### config.mk
export PLATFORM = sky130hd
export DESIGN_NAME = load_store_queue
export DESIGN_NICKNAME = d
export VERILOG_FILES = /design/src/rtl/load_store_queue.sv
export SDC_FILE = /design/constraint.sdc
export NUM_CORES = 1
export LEC_CHECK = 0
export BUFFER_PORTS_ARGS = -buffer_cell sky130_fd_sc_hd__buf_2
export CAP_MARGIN = 20
export CELL_PAD_IN_SITES_DETAIL_PLACEMENT = 1
export CELL_PAD_IN_SITES_GLOBAL_PLACEMENT = 2
export CORE_MARGIN = 2
export CORE_UTILIZATION = 48
export CTS_CLUSTER_DIAMETER = 100
export DETAILED_ROUTE_END_ITERATION = 16
export HOLD_SLACK_MARGIN = 0.06
export PLACE_DENSITY = 0.8
export RECOVER_POWER = 25
export SYNTH_ARGS = -nofsm -noshare
export SYNTH_HDL_FRONTEND = slang
export SYNTH_SLANG_ARGS = --single-unit
### constraint.sdc
create_clock -name clk -period 5.9 [get_ports clk]
set_clock_uncertainty 0.2 [all_clocks]
set_input_delay 0.59 -clock clk [delete_from_list [all_inputs] [get_ports clk]]
set_output_delay 0.59 -clock clk [all_outputs]
set_load 0.05 [all_outputs]
### src/rtl/load_store_queue.sv
// load_store_queue
//   In-order memory-op queue that sits between dispatch/AGU and the data cache.
//   Ops enter in program order, collect address/data from the AGU, and leave
//   from the head one at a time: stores once committed by the ROB, loads as
//   soon as their address is known. Load results are captured one cycle after
//   the cache read, extended to 32 bits and broadcast with their ROB tag.
//
// Ports
//   clk, rst            clock, synchronous active-high reset
//   alloc_*             dispatch allocation (type, size, signedness, tag);
//                       alloc_ready is low while the queue is full
//   agu_*               address/store-data result tagged by ROB tag
//   commit_valid/tag    ROB retiring a store
//   flush               squash every entry
//   mem_*               registered cache request, mem_rdata/mem_miss response
//   ld_done_*           one-cycle load completion broadcast
//   count               occupied entries (0..DEPTH)
module load_store_queue #(
    parameter int DEPTH = 16,
    parameter int TAG_W = 6
) (
    input  logic                     clk,
    input  logic                     rst,
    input  logic                     alloc_valid,
    input  logic                     alloc_is_store,
    input  logic                     alloc_size,
    input  logic                     alloc_unsigned,
    input  logic [TAG_W-1:0]         alloc_tag,
    output logic                     alloc_ready,
    input  logic                     agu_valid,
    input  logic [TAG_W-1:0]         agu_tag,
    input  logic [31:0]              agu_addr,
    input  logic [31:0]              agu_data,
    input  logic                     commit_valid,
    input  logic [TAG_W-1:0]         commit_tag,
    input  logic                     flush,
    output logic                     mem_read,
    output logic                     mem_write,
    output logic                     mem_size,
    output logic [31:0]              mem_addr,
    output logic [31:0]              mem_wdata,
    input  logic [31:0]              mem_rdata,
    input  logic                     mem_miss,
    output logic                     ld_done_valid,
    output logic [TAG_W-1:0]         ld_done_tag,
    output logic [31:0]              ld_done_data,
    output logic                     ld_done_miss,
    output logic [$clog2(DEPTH):0]   count
);

    localparam int PTR_W = $clog2(DEPTH);
    localparam logic [PTR_W:0] FULL_COUNT = (PTR_W+1)'(DEPTH);

    localparam logic [0:0] ST_IDLE      = 1'b0;
    localparam logic [0:0] ST_LOAD_WAIT = 1'b1;

    logic [DEPTH-1:0] ent_valid;
    logic [DEPTH-1:0] ent_store;
    logic [DEPTH-1:0] ent_size;
    logic [DEPTH-1:0] ent_unsigned;
    logic [DEPTH-1:0] ent_addr_rdy;
    logic [DEPTH-1:0] ent_committed;
    logic [TAG_W-1:0] ent_tag  [DEPTH];
    logic [31:0]      ent_addr [DEPTH];
    logic [31:0]      ent_data [DEPTH];

    logic [PTR_W-1:0] head;
    logic [PTR_W-1:0] tail;
    logic [0:0]       state;

    logic             do_alloc;
    logic             head_ready;
    logic             issue_load;
    logic             issue_store;
    logic             load_done;
    logic             do_deq;
    logic [DEPTH-1:0] agu_hit;
    logic [DEPTH-1:0] commit_hit;
    logic [31:0]      ext_data;

    assign alloc_ready = (count != FULL_COUNT);

    // Issue/dequeue decisions. LOAD_WAIT spans two cycles: the cycle with
    // mem_read high, then the cycle in which the cache response is sampled;
    // mem_read itself tells the two apart.
    always_comb begin
        do_alloc    = alloc_valid && alloc_ready;
        head_ready  = ent_valid[head] && ent_addr_rdy[head];
        issue_load  = (state == ST_IDLE) && head_ready && !ent_store[head];
        issue_store = (state == ST_IDLE) && head_ready && ent_store[head]
                      && ent_committed[head];
        load_done   = (state == ST_LOAD_WAIT) && !mem_read;
        do_deq      = issue_store || load_done;
    end

    // Tag matches only look at entries valid before this edge, so an entry
    // allocated in the same cycle can never be hit.
    always_comb begin
        agu_hit    = '0;
        commit_hit = '0;
        for (int i = 0; i < DEPTH; i++) begin
            agu_hit[i]    = agu_valid && ent_valid[i] && (ent_tag[i] == agu_tag);
            commit_hit[i] = commit_valid && ent_valid[i] && ent_store[i]
                            && (ent_tag[i] == commit_tag);
        end
    end

    // Load result extension; a miss returns zero regardless of size.
    always_comb begin
        ext_data = '0;
        if (!mem_miss) begin
            if (ent_size[head])
                ext_data = {{24{~ent_unsigned[head] & mem_rdata[7]}}, mem_rdata[7:0]};
            else
                ext_data = {{16{~ent_unsigned[head] & mem_rdata[15]}}, mem_rdata[15:0]};
        end
    end

    // Entry payload needs no reset: it is only read while the entry is valid.
    always_ff @(posedge clk) begin
        if (!rst && !flush) begin
            for (int i = 0; i < DEPTH; i++) begin
                if (agu_hit[i]) begin
                    ent_addr[i] <= agu_addr;
                    ent_data[i] <= agu_data;
                end
            end
            if (do_alloc) begin
                ent_tag[tail]      <= alloc_tag;
                ent_store[tail]    <= alloc_is_store;
                ent_size[tail]     <= alloc_size;
                ent_unsigned[tail] <= alloc_unsigned;
            end
        end
    end

    // Queue control, FSM and registered cache/broadcast outputs.
    always_ff @(posedge clk) begin
        if (rst) begin
            ent_valid     <= '0;
            ent_addr_rdy  <= '0;
            ent_committed <= '0;
            head          <= '0;
            tail          <= '0;
            count         <= '0;
            state         <= ST_IDLE;
            mem_read      <= 1'b0;
            mem_write     <= 1'b0;
            mem_size      <= 1'b0;
            mem_addr      <= '0;
            mem_wdata     <= '0;
            ld_done_valid <= 1'b0;
            ld_done_tag   <= '0;
            ld_done_data  <= '0;
            ld_done_miss  <= 1'b0;
        end else if (flush) begin
            ent_valid     <= '0;
            ent_addr_rdy  <= '0;
            ent_committed <= '0;
            head          <= '0;
            tail          <= '0;
            count         <= '0;
            state         <= ST_IDLE;
            mem_read      <= 1'b0;
            mem_write     <= 1'b0;
            ld_done_valid <= 1'b0;
        end else begin
            ent_addr_rdy  <= ent_addr_rdy | agu_hit;
            ent_committed <= ent_committed | commit_hit;
            mem_write     <= issue_store;
            ld_done_valid <= load_done;

            if (do_deq) begin
                ent_valid[head] <= 1'b0;
                head            <= head + 1'b1;
            end
            if (do_alloc) begin
                ent_valid[tail]     <= 1'b1;
                ent_addr_rdy[tail]  <= 1'b0;
                ent_committed[tail] <= 1'b0;
                tail                <= tail + 1'b1;
            end

            case ({do_alloc, do_deq})
                2'b10:   count <= count + 1'b1;
                2'b01:   count <= count - 1'b1;
                default: count <= count;
            endcase

            case (state)
                ST_IDLE: begin
                    if (issue_load) begin
                        mem_read <= 1'b1;
                        mem_addr <= ent_addr[head];
                        mem_size <= ent_size[head];
                        state    <= ST_LOAD_WAIT;
                    end else if (issue_store) begin
                        mem_addr  <= ent_addr[head];
                        mem_size  <= ent_size[head];
                        mem_wdata <= ent_data[head];
                    end
                end
                default: begin
                    if (mem_read) begin
                        mem_read <= 1'b0;
                    end else begin
                        ld_done_tag  <= ent_tag[head];
                        ld_done_data <= ext_data;
                        ld_done_miss <= mem_miss;
                        state        <= ST_IDLE;
                    end
                end
            endcase
        end
    end

endmodule

Word-level counts from Yosys, hierarchy flattened
Memory sizes are Yosys's and may differ from the RTL's. A register that Yosys moved wholly into a read port is not among the register bits.
Cells that the tools add are included.

storage, ports and cells
  bits in registers = 179
  bits in writable memories = 1120
  memories = 3

memories
  name      depth  width  rd ports  clocked after Yosys merged registers in  write ports  RTL line  source
  ent_addr  16     32     1         1                                        16           64        logic [31:0] ent_addr [DEPTH];
  ent_data  16     32     1         1                                        16           65        logic [31:0] ent_data [DEPTH];
  ent_tag   16     6      17        1                                        1            63        logic [TAG_W-1:0] ent_tag [DEPTH];

cells by class
  $add $sub $neg = 4
  magnitude comparators = 4
  equality and inequality tests = 35
  mux-type cells = 88
  bitwise operators = 15
  reduce and logical (&&, ||, !) cells = 103

operators with widths
  kind                   count
  $eq A6 B6 Y1           32
  $mux W32               4
  $mux W16               6
  $logic_and A1 B1 Y1    90
  $mux W1                64
  $and A16 B16 Y16       3
  $bwmux W16             3
  $or A16 B16 Y16        3
  $not A16 Y16           2
  $bmux W1 S4            6
  $lt A4 B5 Y1 const B   2
  $pmux W5 S2            1
  $add A4 B1 Y4 const B  2
  $demux W1 S4           2
  $ge A4 B1 Y1 const B   2
  $mux W4                2
  $reduce_and A3 Y1      2
  $add A5 B1 Y5 const B  1
  $ne A5 B5 Y1 const B   1
  $not A1 Y1             5
  $sub A5 B1 Y5 const B  1
  $logic_not A1 Y1       4
  $reduce_and A4 Y1      1
  $reduce_bool A2 Y1     2
  other kinds (7)        8

Logic depth before layout (Yosys ltp)
  depth after elaboration = 12
  gate-level depth with buffers = 18
  depth with buffers taken out = 14

Worst setup path before layout
No wires, ideal clock.

  kind = in2reg
  start = input port agu_tag[2]
  end = memory ent_addr[14][0], enable pin
  setup time = 486 ps
  arrival time = 4575 ps
  path slack = 639 ps
  stages = 6
  path buffers = 2
  cells stage by stage = clkbuf_1 buf_1 xor2_1 nor4_1 nand4_1 nor2_1

RTL lines
  element             RTL line  source
  start: declaration  31        input logic [TAG_W-1:0] agu_tag,
  end: declaration    64

Worst setup path in the final report
  start = register head[1]
  end = register count[4]

on the way
  longest elaborated chain between the ends = 9
  elaborated cells between the ends (all ways) = 17
  those cells by class = eq/ne (2); mux (9); reduce/logical (6)

ends and longest elaborated chain
  element                                            RTL line  source
  start: declaration                                 67        logic [PTR_W-1:0] head;
  start signal: assignment                           175       head <= head + 1'b1;
  $bmux W1 S4                                        88        head_ready = ent_valid[head] && ent_addr_rdy[head];
  $mux W1 (not written as such)                      88
  $logic_and A1 B1 Y1                                88
  $logic_and A1 B1 Y1 (2 in a row)                   90        issue_store = (state == ST_IDLE) && head_ready && ent_store[head]
  $logic_and A1 B1 Y1 *                              91        && ent_committed[head];
  $logic_or A1 B1 Y1 *                               93        do_deq = issue_store || load_done;
  $eq A2 B1 Y1 or $eq A2 B2 Y1 (tied branches)       184       case ({do_alloc, do_deq})
  $pmux W5 S2 or $reduce_bool A2 Y1 (tied branches)  -
  end signal: assignment                             185       2'b10: count <= count + 1'b1;
  end signal: assignment                             186       2'b01: count <= count - 1'b1;
  end signal: assignment                             187       default: count <= count;
  end: declaration                                   48        output logic [$clog2(DEPTH):0] count

Mark *: on every way between the ends. The rest lies on a longest branch, timed or not. The select of a mux whose other input is x is not followed.
A chain may end at the register's enable or synchronous reset.

==> flow_summary.yaml <==
detailed_routing:
  drtPass1Iterations: 5
  viasPerCell: 6.21
  routedWlPerCell_um: 31.8
  drc_errors: 0
  vias: 28800
  antenna_left: 0
  routed_wl_um: 147000
  drt_iter0_markers: 3335
clock_tree:
  root_buffer: "clkbuf_16"
  cts_resized: 0
  clkSinkCount: 1326
  post_cts_buffers: 0
  cts_made_buffers: 141
  ctsLongestPathBuffers: 3
  clock_latency_ns: 0.76
  cts_hold_buf: 100
  path_clk_slew_ns: 0.06
  cts.htree.levels: 4
  cts_tree: "yes"
power:
  p_per_area_nw_per_um2: 318
  finalPower_mw: 19.5
  leakage_nw: 19.2
  vdd_drop_max_mv: 0.288
die:
  die_w_um: 336
  initial_utilization: 0.485
  die_area_um2: 113000
  io_pins: 237
  core_area_um2: 109000
  fp.dieH_um: 336
  rows: 121
setup_path:
  worst_setup_path_end_kind: "register"
  worst-endpoint-required_ns: 6.31
  ff2ff_path_depth: 15
  worst-setup-path-type: "register to register"
  crit_chain: "buf_12, mux4_2, nand2_1, nand4_1, o21ai_0, o21ai_2, ha_1, xor2_1, ha_1, a21boi_0, o221ai_1, a21o_1, a21oi_1, xnor2_1, nor2_1"
  cp_top_family: "compound AO/OA/AOI/OAI gates"
  critical_path.max_stage_delay_ns: 0.63
  path_buf_inv: 1
  crit_path_start_kind: "register"
  crit_arrival_ns: 4.93
  worstSetupPathDepth: 15
  cpMaxStageDelayCell: "buf_12"
  crit_fanout: 139
  crit_top_cell: "ha_1"
timing:
  setup_tns_ns: 0
  fin_crit_sh: 0.766
  slew_violations: 0
  hold_violations: 0
  fin_crit_ns: 4.52
  maxSlewHeadroom: 0.160
  worst_pin_slew_ns: 1.26
  fmax_ghz: 0.221
  setup_viol: 0
  rsz0062_at_grt: "no"
synth:
  async_reset_ff_frac: 0
  syn_nets: 2890
  synth_area_um2: 52800
  muxShareOfSynthArea: 0.162
  synth_seq_cells: 1326
  synth-xor-area-share: 0.0332
  synth_top_family_by_area: "multiplexers"
  synthSimpleGateAreaFrac: 0.0324
  ys.warnings.count: 0
  synthDistinctLibCells: 51
  synthAdderAreaFrac: 0.00284
  synth_edf_count: 1168
  avgSynthCellArea_um2: 19.2
  ys.flop_type: "edfxtp_1"
  ys_seq_area_frac: 0.724
  synth_compound_area_frac: 0.0272
  synthCells: 2754
global_route:
  grt-ovfl-total: 0
  grt_max_degree: 140
  antenna_found_initial: 10
  grt_pass1_vias: 30900
  grt_pass1_wl_um: 215000
  gr-usage-all-layers: 0.267
final_layout:
  seqCellArea_um2: 38300
  final_cell_mix: "edfxtp_1, mux4_2, buf_2, clkbuf_16, dfxtp_1"
  syn_to_final_growth_pct: 16.2
  utilization: 0.563
  final_common_cell: "edfxtp_1"
  multi_input_area_um2: 13800
  drive_gt1_frac: 0.265
  fillers: 9641
  nNetsFinal: 3241
  fin_cells: 4638
  final_cell_area_um2: 61400
min_path:
  holdCritPathClass: "input port to register"
  hold_depth: 4
outcome:
  outcome: "finished clean"
place:
  numPlacedInstances: 4272
  gp_congestion: 0.899
  io_buffer_count: 220
  dp_hpwl_um: 81500
  dpl_cell_area_um2: 55700
job:
  maxCapViolations: 0
==> layout make-up <==
| type | instances | area share |
|---|---|---|
| multi-input cells | 1219 | 0.224 |
| flip-flops and latches | 1326 | 0.623 |
| well taps | 1414 | 0.0288 |
| clock inverters | 57 | 0.00994 |
| inverters | 24 | 0.00147 |
| repair buffers | 393 | 0.0465 |
| clock buffers | 202 | 0.0661 |
| diodes | 3 | 0.000122 |
==> flip-flops by register name, summed over array words and instances, names as in the netlist, 4 cells and up, named ones only <==
signal and count:
ld_done_tag 6, mem_addr 32, ent_tag 96, count 5, head 4, tail 4, ld_done_data 17, ent_addr 512
ent_data 512, ent_valid 16, ent_store 16, ent_addr_rdy 16, ent_size 16, ent_unsigned 16, ent_committed 16, mem_wdata 32
==> logic make-up after synthesis <==
family | after synthesis
xor gates and xnor gates | 200
muxes | 386
DFF | 1326
adders and majority gates | 12
and+or+nand+nor | 352
buffers and inverters | 209
AOI/OAI and AO/OA | 269
==> cells in the mapped netlist, types with 29 or more instances <==
cell type	instances	area (um2)
clkbuf_1	93	349
buf_2	29	145
xnor2_1	99	867
mux4_2	364	8200
o21ai_0	84	420
xor2_1	101	885
a21oi_1	137	686
nor4_1	35	219
nand2_1	80	300
nand4_1	35	219
dfxtp_1	158	3160
buf_4	30	225
edfxtp_1	1168	35100
nand3_1	72	360
nor2_1	86	323
==> report_power, final <==
group	internal (mW)	total [mW]	leakage, nW	switching [mW]
logic	0.110	0.385	5.10	0.275
registers	10.2	10.2	11.8	0.00470
clock network	5.32	8.92	2.28	3.60
total	15.6	19.5	19.2	3.88
==> final timing paths <==
path | start | to | slack [ns]
max | head[1] | count[4] | 1.38
min | alloc_valid | tail[0] | 0.22
max reg2reg | head[1] | count[4] | 1.38
min reg2reg | ld_done_data[9] | ld_done_data[9] | 0.25
==> worst reg2reg max path, cell delays in order (launching register included) <==
cell and delay, ns:
dfxtp_4 0.62, buf_12 0.63, mux4_2 0.45, nand2_1 0.11, nand4_1 0.14, o21ai_0 0.18, o21ai_2 0.29, ha_1 0.38
xor2_1 0.22, ha_1 0.22, a21boi_0 0.19, o221ai_1 0.16, a21o_1 0.20, a21oi_1 0.18, xnor2_1 0.14, nor2_1 0.05
==> layer usage <==
| layer | GRT usage | wire length [um] | vias up |
|---|---|---|---|
| met1 | 0.355 | 57800 | 15200 |
| met3 | 0.0582 | 12300 | 300 |
| met2 | 0.434 | 72400 | 1445 |
| li1 | - | - | 11800 |
| met5 | 0 | 62 | - |
| met4 | 0.0982 | 4830 | 10 |
==> metrics by stage <==
step | setup WS [ns] | hold slack, ns
finish | 1.38 | 0.223
floorplan | 0.639 | 0.221
global placement | 1.36 | 0.230
global route | 1.00 | 0.220
detailed placement | 1.35 | 0.245
CTS | 1.32 | 0.0654
(Power assumes the default switching activity.)
